[config.mk]
export PLATFORM = sky130hd
export DESIGN_NAME = clk_rst_seq
export DESIGN_NICKNAME = d
export VERILOG_FILES = /design/src/rtl/clk_rst_seq.sv
export SDC_FILE = /design/constraint.sdc
export NUM_CORES = 1
export LEC_CHECK = 0
export ABC_AREA = 1
export CAP_MARGIN = 20
export CORE_AREA = 2 2 89 91
export CTS_CLUSTER_DIAMETER = 40
export DETAILED_ROUTE_END_ITERATION = 16
export DIE_AREA = 0 0 91 93
export PLACE_DENSITY = 0.52
export SYNTH_ARGS = -nofsm -noshare
export SYNTH_HDL_FRONTEND = slang
export SYNTH_SLANG_ARGS = --single-unit
[constraint.sdc]
create_clock -name i_clk_100M -period 1.6 [get_ports i_clk_100M]
set_input_delay 0.24 -clock i_clk_100M [delete_from_list [all_inputs] [get_ports i_clk_100M]]
set_output_delay 0.24 -clock i_clk_100M [all_outputs]
set_load 0.005 [all_outputs]
[src/rtl/clk_rst_seq.sv]
// ---------------------------------------------------------------------------------------------
// clk_rst_seq
//   Reset / clock-enable sequencer for the clk_100M domain.
//   Synchronises the DCM lock indication, qualifies it as stable for LOCK_STABLE_CYC cycles,
//   then releases N_DOM downstream domain resets one at a time (bit 0 first), REL_GAP_CYC
//   cycles apart. Once every domain is out of reset the block sits in RUN and produces
//   single-cycle tick_1M / tick_100K enables. Lock loss or a software request while releasing
//   or running puts every domain back into reset and restarts the sequence.
//
//   Optional feature (compile-time macro CLK_SEQ_WDOG_EN):
//     lock-acquire watchdog. WDOG_CYC cycles spent in WAIT_LOCK+STABLE without reaching
//     RELEASE lands in FAULT, which only i_rst can leave. Without the macro there is no
//     watchdog, no FAULT state and o_lock_fault is tied low.
//
// Ports
//   i_clk_100M       in   1      system clock
//   i_rst            in   1      synchronous reset, active-high
//   i_dcm_lock       in   1      DCM locked, asynchronous (2-FF synchronised here)
//   i_sw_reset_req   in   1      1-cycle pulse: re-run the reset sequence
//   o_dom_rst        out  N_DOM  per-domain reset, active-high, bit 0 releases first
//   o_seq_done       out  1      high while in RUN
//   o_tick_1M        out  1      1-cycle enable every DIV_1M cycles
//   o_tick_100K      out  1      1-cycle enable every DIV_1M*DIV_100K cycles
//   o_seq_state      out  3      FSM state (0 WAIT_LOCK, 1 STABLE, 2 RELEASE, 3 RUN, 4 FAULT)
//   o_lock_loss_cnt  out  8      lock-loss aborts since reset, saturating at 255
//   o_lock_fault     out  1      watchdog expired, sticky until reset
// ---------------------------------------------------------------------------------------------
module clk_rst_seq #(
    parameter int unsigned LOCK_STABLE_CYC = 1024,
    parameter int unsigned REL_GAP_CYC     = 16,
    parameter int unsigned N_DOM           = 4,
    parameter int unsigned DIV_1M          = 100,
    parameter int unsigned DIV_100K        = 10,
    parameter int unsigned WDOG_CYC        = 1000000
) (
    input  logic             i_clk_100M,
    input  logic             i_rst,
    input  logic             i_dcm_lock,
    input  logic             i_sw_reset_req,
    output logic [N_DOM-1:0] o_dom_rst,
    output logic             o_seq_done,
    output logic             o_tick_1M,
    output logic             o_tick_100K,
    output logic [2:0]       o_seq_state,
    output logic [7:0]       o_lock_loss_cnt,
    output logic             o_lock_fault
);

    // FSM encodings are visible on o_seq_state, so they are fixed values.
    localparam logic [2:0] ST_WAIT_LOCK = 3'd0;
    localparam logic [2:0] ST_STABLE    = 3'd1;
    localparam logic [2:0] ST_RELEASE   = 3'd2;
    localparam logic [2:0] ST_RUN       = 3'd3;
`ifdef CLK_SEQ_WDOG_EN
    localparam logic [2:0] ST_FAULT     = 3'd4;
`endif

    localparam int unsigned STABLE_W = (LOCK_STABLE_CYC > 1) ? $clog2(LOCK_STABLE_CYC) : 1;
    localparam int unsigned GAP_W    = (REL_GAP_CYC > 1) ? $clog2(REL_GAP_CYC) : 1;
    localparam int unsigned DIV1_W   = (DIV_1M > 1) ? $clog2(DIV_1M) : 1;
    localparam int unsigned DIV2_W   = (DIV_100K > 1) ? $clog2(DIV_100K) : 1;

    localparam logic [STABLE_W-1:0] STABLE_LAST = STABLE_W'(LOCK_STABLE_CYC - 1);
    localparam logic [GAP_W-1:0]    GAP_LAST    = GAP_W'(REL_GAP_CYC - 1);
    localparam logic [DIV1_W-1:0]   DIV1_LAST   = DIV1_W'(DIV_1M - 1);
    localparam logic [DIV2_W-1:0]   DIV2_LAST   = DIV2_W'(DIV_100K - 1);
    // Only the top domain still in reset: the next release completes the sequence.
    localparam logic [N_DOM-1:0]    DOM_LAST    = N_DOM'(1) << (N_DOM - 1);

`ifdef CLK_SEQ_WDOG_EN
    localparam int unsigned         WDOG_W      = (WDOG_CYC > 1) ? $clog2(WDOG_CYC) : 1;
    localparam logic [WDOG_W-1:0]   WDOG_LAST   = WDOG_W'(WDOG_CYC - 1);
`endif

    if (N_DOM < 1 || N_DOM > 8 || LOCK_STABLE_CYC < 1 || REL_GAP_CYC < 1 || DIV_1M < 1 ||
        DIV_100K < 1 || WDOG_CYC < 1) begin : g_bad_param
        $error("clk_rst_seq: parameter out of range");
    end

    // -----------------------------------------------------------------------------------------
    // Registers
    // -----------------------------------------------------------------------------------------
    logic                r_lock_meta;
    logic                r_lock_s;
    logic [2:0]          r_state;
    logic [STABLE_W-1:0] r_stable_cnt;
    logic [GAP_W-1:0]    r_gap_cnt;
    logic [N_DOM-1:0]    r_dom_rst;
    logic                r_seq_done;
    logic [DIV1_W-1:0]   r_tick_cnt;
    logic [DIV2_W-1:0]   r_div_cnt;
    logic                r_tick_1M;
    logic                r_tick_100K;
    logic [7:0]          r_loss_cnt;
`ifdef CLK_SEQ_WDOG_EN
    logic [WDOG_W-1:0]   r_wdog_cnt;
    logic                r_lock_fault;
`endif

    // Next-state values
    logic [2:0]          w_state_nxt;
    logic [STABLE_W-1:0] w_stable_cnt_nxt;
    logic [GAP_W-1:0]    w_gap_cnt_nxt;
    logic [N_DOM-1:0]    w_dom_rst_nxt;
    logic                w_seq_done_nxt;
    logic [DIV1_W-1:0]   w_tick_cnt_nxt;
    logic [DIV2_W-1:0]   w_div_cnt_nxt;
    logic                w_tick_1M_nxt;
    logic                w_tick_100K_nxt;
    logic [7:0]          w_loss_cnt_nxt;
`ifdef CLK_SEQ_WDOG_EN
    logic [WDOG_W-1:0]   w_wdog_cnt_nxt;
    logic                w_lock_fault_nxt;
`endif

    // -----------------------------------------------------------------------------------------
    // Next-state logic
    // -----------------------------------------------------------------------------------------
    always_comb begin
        w_state_nxt      = r_state;
        w_stable_cnt_nxt = r_stable_cnt;
        w_gap_cnt_nxt    = r_gap_cnt;
        w_dom_rst_nxt    = r_dom_rst;
        w_seq_done_nxt   = r_seq_done;
        // Tick counters and enables are only live in RUN.
        w_tick_cnt_nxt   = '0;
        w_div_cnt_nxt    = '0;
        w_tick_1M_nxt    = 1'b0;
        w_tick_100K_nxt  = 1'b0;
        w_loss_cnt_nxt   = r_loss_cnt;
`ifdef CLK_SEQ_WDOG_EN
        w_wdog_cnt_nxt   = '0;
        w_lock_fault_nxt = r_lock_fault;
`endif

        case (r_state)
            ST_WAIT_LOCK: begin
                w_dom_rst_nxt    = '1;
                w_seq_done_nxt   = 1'b0;
                w_stable_cnt_nxt = '0;
                if (r_lock_s) begin
                    w_state_nxt = ST_STABLE;
                end
            end

            ST_STABLE: begin
                w_dom_rst_nxt  = '1;
                w_seq_done_nxt = 1'b0;
                if (!r_lock_s) begin
                    w_state_nxt      = ST_WAIT_LOCK;
                    w_stable_cnt_nxt = '0;
                end else if (r_stable_cnt == STABLE_LAST) begin
                    w_state_nxt      = ST_RELEASE;
                    w_stable_cnt_nxt = '0;
                    w_gap_cnt_nxt    = '0;
                end else begin
                    w_stable_cnt_nxt = r_stable_cnt + STABLE_W'(1);
                end
            end

            ST_RELEASE, ST_RUN: begin
                if (!r_lock_s || i_sw_reset_req) begin
                    // Abort: lock loss wins over a simultaneous software request, and only
                    // lock loss is counted.
                    w_state_nxt      = ST_WAIT_LOCK;
                    w_dom_rst_nxt    = '1;
                    w_seq_done_nxt   = 1'b0;
                    w_stable_cnt_nxt = '0;
                    w_gap_cnt_nxt    = '0;
                    if (!r_lock_s && (r_loss_cnt != 8'hFF)) begin
                        w_loss_cnt_nxt = r_loss_cnt + 8'd1;
                    end
                end else if (r_state == ST_RELEASE) begin
                    if (r_gap_cnt == GAP_LAST) begin
                        w_gap_cnt_nxt = '0;
                        // Shifting left clears the lowest still-asserted bit, which keeps
                        // releases strictly in index order.
                        w_dom_rst_nxt = r_dom_rst << 1;
                        if (r_dom_rst == DOM_LAST) begin
                            w_state_nxt    = ST_RUN;
                            w_seq_done_nxt = 1'b1;
                        end
                    end else begin
                        w_gap_cnt_nxt = r_gap_cnt + GAP_W'(1);
                    end
                end else begin
                    if (r_tick_cnt == DIV1_LAST) begin
                        w_tick_cnt_nxt = '0;
                        w_tick_1M_nxt  = 1'b1;
                        if (r_div_cnt == DIV2_LAST) begin
                            w_div_cnt_nxt   = '0;
                            w_tick_100K_nxt = 1'b1;
                        end else begin
                            w_div_cnt_nxt = r_div_cnt + DIV2_W'(1);
                        end
                    end else begin
                        w_tick_cnt_nxt = r_tick_cnt + DIV1_W'(1);
                        w_div_cnt_nxt  = r_div_cnt;
                    end
                end
            end

`ifdef CLK_SEQ_WDOG_EN
            ST_FAULT: begin
                // Terminal until i_rst; lock and software requests are ignored.
                w_dom_rst_nxt    = '1;
                w_seq_done_nxt   = 1'b0;
                w_lock_fault_nxt = 1'b1;
            end
`endif

            default: begin
                w_state_nxt      = ST_WAIT_LOCK;
                w_dom_rst_nxt    = '1;
                w_seq_done_nxt   = 1'b0;
                w_stable_cnt_nxt = '0;
                w_gap_cnt_nxt    = '0;
            end
        endcase

`ifdef CLK_SEQ_WDOG_EN
        // Watchdog covers the whole lock-acquire phase and overrides the FSM when it expires.
        if ((r_state == ST_WAIT_LOCK) || (r_state == ST_STABLE)) begin
            if (r_wdog_cnt == WDOG_LAST) begin
                w_state_nxt      = ST_FAULT;
                w_lock_fault_nxt = 1'b1;
                w_dom_rst_nxt    = '1;
                w_seq_done_nxt   = 1'b0;
                w_stable_cnt_nxt = '0;
            end else if (w_state_nxt != ST_RELEASE) begin
                w_wdog_cnt_nxt = r_wdog_cnt + WDOG_W'(1);
            end
        end
`endif
    end

    // -----------------------------------------------------------------------------------------
    // State registers
    // -----------------------------------------------------------------------------------------
    always_ff @(posedge i_clk_100M) begin
        if (i_rst) begin
            r_lock_meta  <= 1'b0;
            r_lock_s     <= 1'b0;
            r_state      <= ST_WAIT_LOCK;
            r_stable_cnt <= '0;
            r_gap_cnt    <= '0;
            r_dom_rst    <= '1;
            r_seq_done   <= 1'b0;
            r_tick_cnt   <= '0;
            r_div_cnt    <= '0;
            r_tick_1M    <= 1'b0;
            r_tick_100K  <= 1'b0;
            r_loss_cnt   <= '0;
`ifdef CLK_SEQ_WDOG_EN
            r_wdog_cnt   <= '0;
            r_lock_fault <= 1'b0;
`endif
        end else begin
            r_lock_meta  <= i_dcm_lock;
            r_lock_s     <= r_lock_meta;
            r_state      <= w_state_nxt;
            r_stable_cnt <= w_stable_cnt_nxt;
            r_gap_cnt    <= w_gap_cnt_nxt;
            r_dom_rst    <= w_dom_rst_nxt;
            r_seq_done   <= w_seq_done_nxt;
            r_tick_cnt   <= w_tick_cnt_nxt;
            r_div_cnt    <= w_div_cnt_nxt;
            r_tick_1M    <= w_tick_1M_nxt;
            r_tick_100K  <= w_tick_100K_nxt;
            r_loss_cnt   <= w_loss_cnt_nxt;
`ifdef CLK_SEQ_WDOG_EN
            r_wdog_cnt   <= w_wdog_cnt_nxt;
            r_lock_fault <= w_lock_fault_nxt;
`endif
        end
    end

    // -----------------------------------------------------------------------------------------
    // Outputs
    // -----------------------------------------------------------------------------------------
    assign o_dom_rst       = r_dom_rst;
    assign o_seq_done      = r_seq_done;
    assign o_tick_1M       = r_tick_1M;
    assign o_tick_100K     = r_tick_100K;
    assign o_seq_state     = r_state;
    assign o_lock_loss_cnt = r_loss_cnt;
`ifdef CLK_SEQ_WDOG_EN
    assign o_lock_fault    = r_lock_fault;
`else
    assign o_lock_fault    = 1'b0;
`endif

endmodule

# Word level (Yosys, flattened, before mapping)
# Cells that the tools add are included.
# totals
mem_bits_ro	0
reg_bits	45
latch_bits	0
mem_bits_rw	0
output_inout_bits	19
memories	0
inputBits	4
word_cells	72
# op_classes
div	0
n_addsub	5
n_eq_ne	17
multipliers	0
n_shift	0
n_lt_le_gt_ge	0
n_mux	21
n_bitwise	3
n_reduce_logical	14
# ops
op	count
two-way mux 10 bit	3
two-way mux 4 bit	6
two-way mux 3 bit	7
one-hot mux 10 bit (2 select lines)	1
== test 4 bit (second input constant)	3
!= test 3 bit (second input constant)	4
one-hot mux 4 bit (3 select lines)	1
adder 10 x 1 -> 10 bit (second input constant)	1
== test 10 bit (second input constant)	1
OR reduction 5 bit	2
one-hot mux 3 bit (3 select lines)	1
adder 4 x 1 -> 4 bit (second input constant)	2
adder 8 x 1 -> 8 bit (second input constant)	1
!= test 2 bit (second input constant)	4
!= test 8 bit (second input constant)	1
adder 7 x 1 -> 7 bit (second input constant)	1
== test 7 bit (second input constant)	1
== test 3 x 2 -> 1 bit (second input constant)	2
AND reduction 3 bit	2
AND reduction 5 bit	1
AND reduction 4 bit	1
OR reduction 4 bit	1
== test 3 x 1 -> 1 bit (second input constant)	1
logical NOT 3 bit	1
8 further kinds	11

# Longest topological paths before layout
# logic_depth
word_depth	6
mapped_depth	9
ltp_nobuf	9

# Worst setup path before layout
# OpenSTA, ideal clock, no wires.
# synth_timing
kind	register to register
start	register r_stable_cnt[0]
end	register r_gap_cnt[3]
arrival_time_ns	1.249
setup_time_ns	0.113
n_path_buf	0
stages_incl_launch_ff	9
synth_period_minus_slack_ns	1.362
setup_slack_ns	0.238
cell_sequence	dfxtp_1 ha_1 nand2_1 nor2_1 nand3_1 nand2_1 nand2_2 nor2_1 nor2_1
# synth_between
elab_chain_cells	3
# synth_rtl
item	line_no	source
from (decl)	86	logic [STABLE_W-1:0] r_stable_cnt;
from (signal assigned)	262	r_stable_cnt <= w_stable_cnt_nxt;
== test 10 bit	152	end else if (r_stable_cnt == STABLE_LAST) begin
!= test 2 bit (no source line)	-	
AND reduction 4 bit (no source line)	-	
to (signal assigned)	263	r_gap_cnt <= w_gap_cnt_nxt;
to (decl)	87	logic [GAP_W-1:0] r_gap_cnt;
# Every way passes these cells.
# A chain may end at the register's enable or synchronous reset.

# Final worst setup path
# layout_timing
start	register r_state[1] (netlist: o_seq_state[1])
end	output o_seq_state[1]
# layout_lines
item	line_no	source
from (decl)	85	logic [2:0] r_state;
from (signal assigned)	261	r_state <= w_state_nxt;
to (decl)	44	output logic [2:0] o_seq_state,
# No word-level cell between the ends.

==> results.sh <==
export IMPL_outcome="finished, final reports clean"
export IMPL_crit_path_start="o_seq_state[1]"
export IMPL_crit_path_max_incr_delay_ns=0.54
export IMPL_hold_start="r_lock_meta"
export IMPL_cts_sinks=44
export IMPL_crit_arrival_ns=1.29
export IMPL_post_route_period_util_pct=95.80
export IMPL_dp_hpwl_mm=3.295
export IMPL_place_congestion=0.8195
export IMPL_rows=32
export IMPL_synth_xor_area_share_pct=4.035
export IMPL_hp_class="reg -> reg"
export IMPL_core_area_um2=7527
export IMPL_p_leak_nw=1.102
export IMPL_netlist_area_leader_share_pct=40.58
export IMPL_path_cells="clkdlybuf4s50_1"
export IMPL_cts_tree="yes"
export IMPL_powerDensity_nw_per_um2=1013
export IMPL_async_flop_share_pct=0
export IMPL_antenna_found_initial=0
export IMPL_synth_fa_ha_area_share_pct=2.305
export IMPL_synth_mux_area_share_pct=0
export IMPL_crit_slowest_cell="clkdlybuf4s50_1"
export IMPL_crit_fanout=6
export IMPL_yosysSeqAreaShare_pct=40.58
export IMPL_synth_area_leaders="dfxtp_1 (41%), nand2_1 (12%), nor2_1 (7.3%)"
export IMPL_fp_dieW_um=91
export IMPL_pin_count=23
export IMPL_grt_max_degree=14
export IMPL_cts_clk_slew_worst_paths_ns=0.09
export IMPL_first_global_vias=1755
export IMPL_synth_top_family_by_area="simple AND/OR/NAND/NOR gates"
export IMPL_numPortBuffers=20
export IMPL_hold_violations=0
export IMPL_path_delay_family="buffers and inverters"
export IMPL_drv_cap=0
export IMPL_synth_common_cells="nand2_1 (69), dfxtp_1 (44), nor2_1 (42)"
export IMPL_cts_hold_buffers_added=0
export IMPL_root_buffer="clkbuf_8"
export IMPL_timing_rr_start="r_stable_cnt[0]"
export IMPL_finalSetupViolCount=0
export IMPL_final_util_pct=36.29
export IMPL_drtIter0Drc=69
export IMPL_grt_use_total_pct=10.77
export IMPL_drtAntennaViolNets=0
export IMPL_ys_types=36
export IMPL_vias=1925
export IMPL_synth_compound_area_share_pct=8.876
export IMPL_drive_above_1_share_pct=15.73
export IMPL_cp_required_ns=1.36
export IMPL_critPathKind="reg -> out"
export IMPL_grt_overflow_total=0
export IMPL_ys_ff_latch=44
export IMPL_ys_flop_type="dfxtp_1"
export IMPL_firstDrtPassIters=4
export IMPL_fin_tns_setup_ns=0
export IMPL_ir_worst_vdd_uv=457.7
export IMPL_netlist_area_um2=2171
export IMPL_vias_per_cell=4.385
export IMPL_syn_inst=298
export IMPL_wirelength_mm=4.311
export IMPL_min_period_ns=1.533
export IMPL_synth_most_common_cell="nand2_1"
export IMPL_yosysTopAreaCell="dfxtp_1"
export IMPL_die_h_um=93
export IMPL_clockBufferDepth=2
export IMPL_yosys_warnings=0
export IMPL_max_clock_freq_mhz=652.4
export IMPL_wire_per_inst_um=9.820
export IMPL_grt_pass1_wl_mm=7.583
export IMPL_n_antenna_cell=0
export IMPL_cts_buffers=5
export IMPL_area_growth_pct=25.82
export IMPL_finalClockSkew_ns=0.007173
export IMPL_rsz0062_at_grt="no"
export IMPL_cp_start_kind="register"
export IMPL_slew_violations=0
export IMPL_fin_nets=345
export IMPL_synth_edff_count=0
export IMPL_htreeDepth=2
export IMPL_clock_latency_ns=0.29
export IMPL_drc=0
export IMPL_avgSynthCellArea_um2=7.285
export IMPL_critical_path_buf_inv_count=1
export IMPL_synthSimpleGateAreaFrac_pct=35.73
export IMPL_dieArea_um2=8463
export IMPL_initial_core_util_pct=28.84
export IMPL_cp_end_kind="output port"
==> power by group <==
group | internal [mW] | leakage, nW | switching, mW
Clock | 0.615 | 0.0642 | 0.375
Combinational | 0.236 | 0.682 | 0.308
Sequential | 1.16 | 0.356 | 0.0764
Total | 2.01 | 1.10 | 0.760
==> layout make-up <==
type                            count  area (um^2)
Clock buffer                        5        68.82
Clock inverter                      2        60.06
Tap cell                          102        127.6
Multi-Input combinational cell    213         1126
Sequential cell                    44        883.3
Fill cell                         843         4796
Inverter                           38        152.6
Timing Repair Buffer               35        312.8
==> path summary, 6_finish.rpt <==
path              cells after the start        endpoint  slack, ns
hold reg to reg                       2        r_lock_s       0.41
hold / removal                        2        r_lock_s       0.41
setup / recovery                      1  o_seq_state[1]       0.07
setup reg to reg                      8    r_gap_cnt[3]       0.18
==> registers in the layout, indices dropped and copies added, names as in the netlist <==
name	flops
o_tick_1M	1
o_tick_100K	1
o_lock_loss_cnt	8
o_seq_done	1
r_lock_s	1
o_dom_rst	4
r_lock_meta	1
r_tick_cnt	7
r_gap_cnt	4
r_stable_cnt	10
o_seq_state	2
r_div_cnt	4
==> through the flow <==
step / hold WS [ns] / std cells / power, mW / worst slack, ns / area (um^2)
floorplan: 0.3470 / 299 / 1.565 / 0.2382 / 2175
global placement: 0.4105 / 432 / 1.788 / -0.08563 / 2587
detailed placement: 0.4022 / 432 / 1.793 / -0.1069 / 2587
CTS: 0.4156 / 439 / 2.796 / 0.009283 / 2716
global route: 0.4567 / 439 / 2.926 / 0.002558 / 2731
finish: 0.4135 / 439 / 2.768 / 0.06713 / 2731
==> logic make-up (layout without fill, tap and decap cells) <==
family,after synthesis,in the layout
and+or+nand+nor,162,162
DFF,44,44
buffers and inverters,42,80
AOI/OAI and AO/OA,35,35
xor gates and xnor gates,10,10
adders and majority gates,4,4
other,1,2
==> placed cells by master (no fill, tap or decap), types with 3 or more instances in the layout <==
cell	count
a21oi_1	18
buf_4	15
clkbuf_8	5
clkdlybuf4s50_1	20
dfxtp_1	42
ha_1	3
inv_1	32
inv_2	3
nand2_1	68
nand2_2	5
nand3_1	23
nand3b_1	3
nand4_1	4
nor2_1	39
nor2_2	5
nor3_1	3
o21ai_0	8
xor2_1	9
==> metal layers <==
| metal | part of all wire (%) | routed length [um] | GRT usage [%] |
|---|---|---|---|
| met1 | 49 | 2095 | 13.72 |
| met5 | 0 | 0 | 0 |
| met4 | 1.2 | 53 | 3.662 |
| met3 | 3.8 | 164 | 2.417 |
| met2 | 46 | 1997 | 18.02 |
==> what timing repair did <==
item                                    CTS  global route
endpoints found under the setup margin    0            16
resized for setup                         0             7
endpoints found under the hold margin     0             0
setup buffers                             0             0
(Power assumes the default switching activity.)
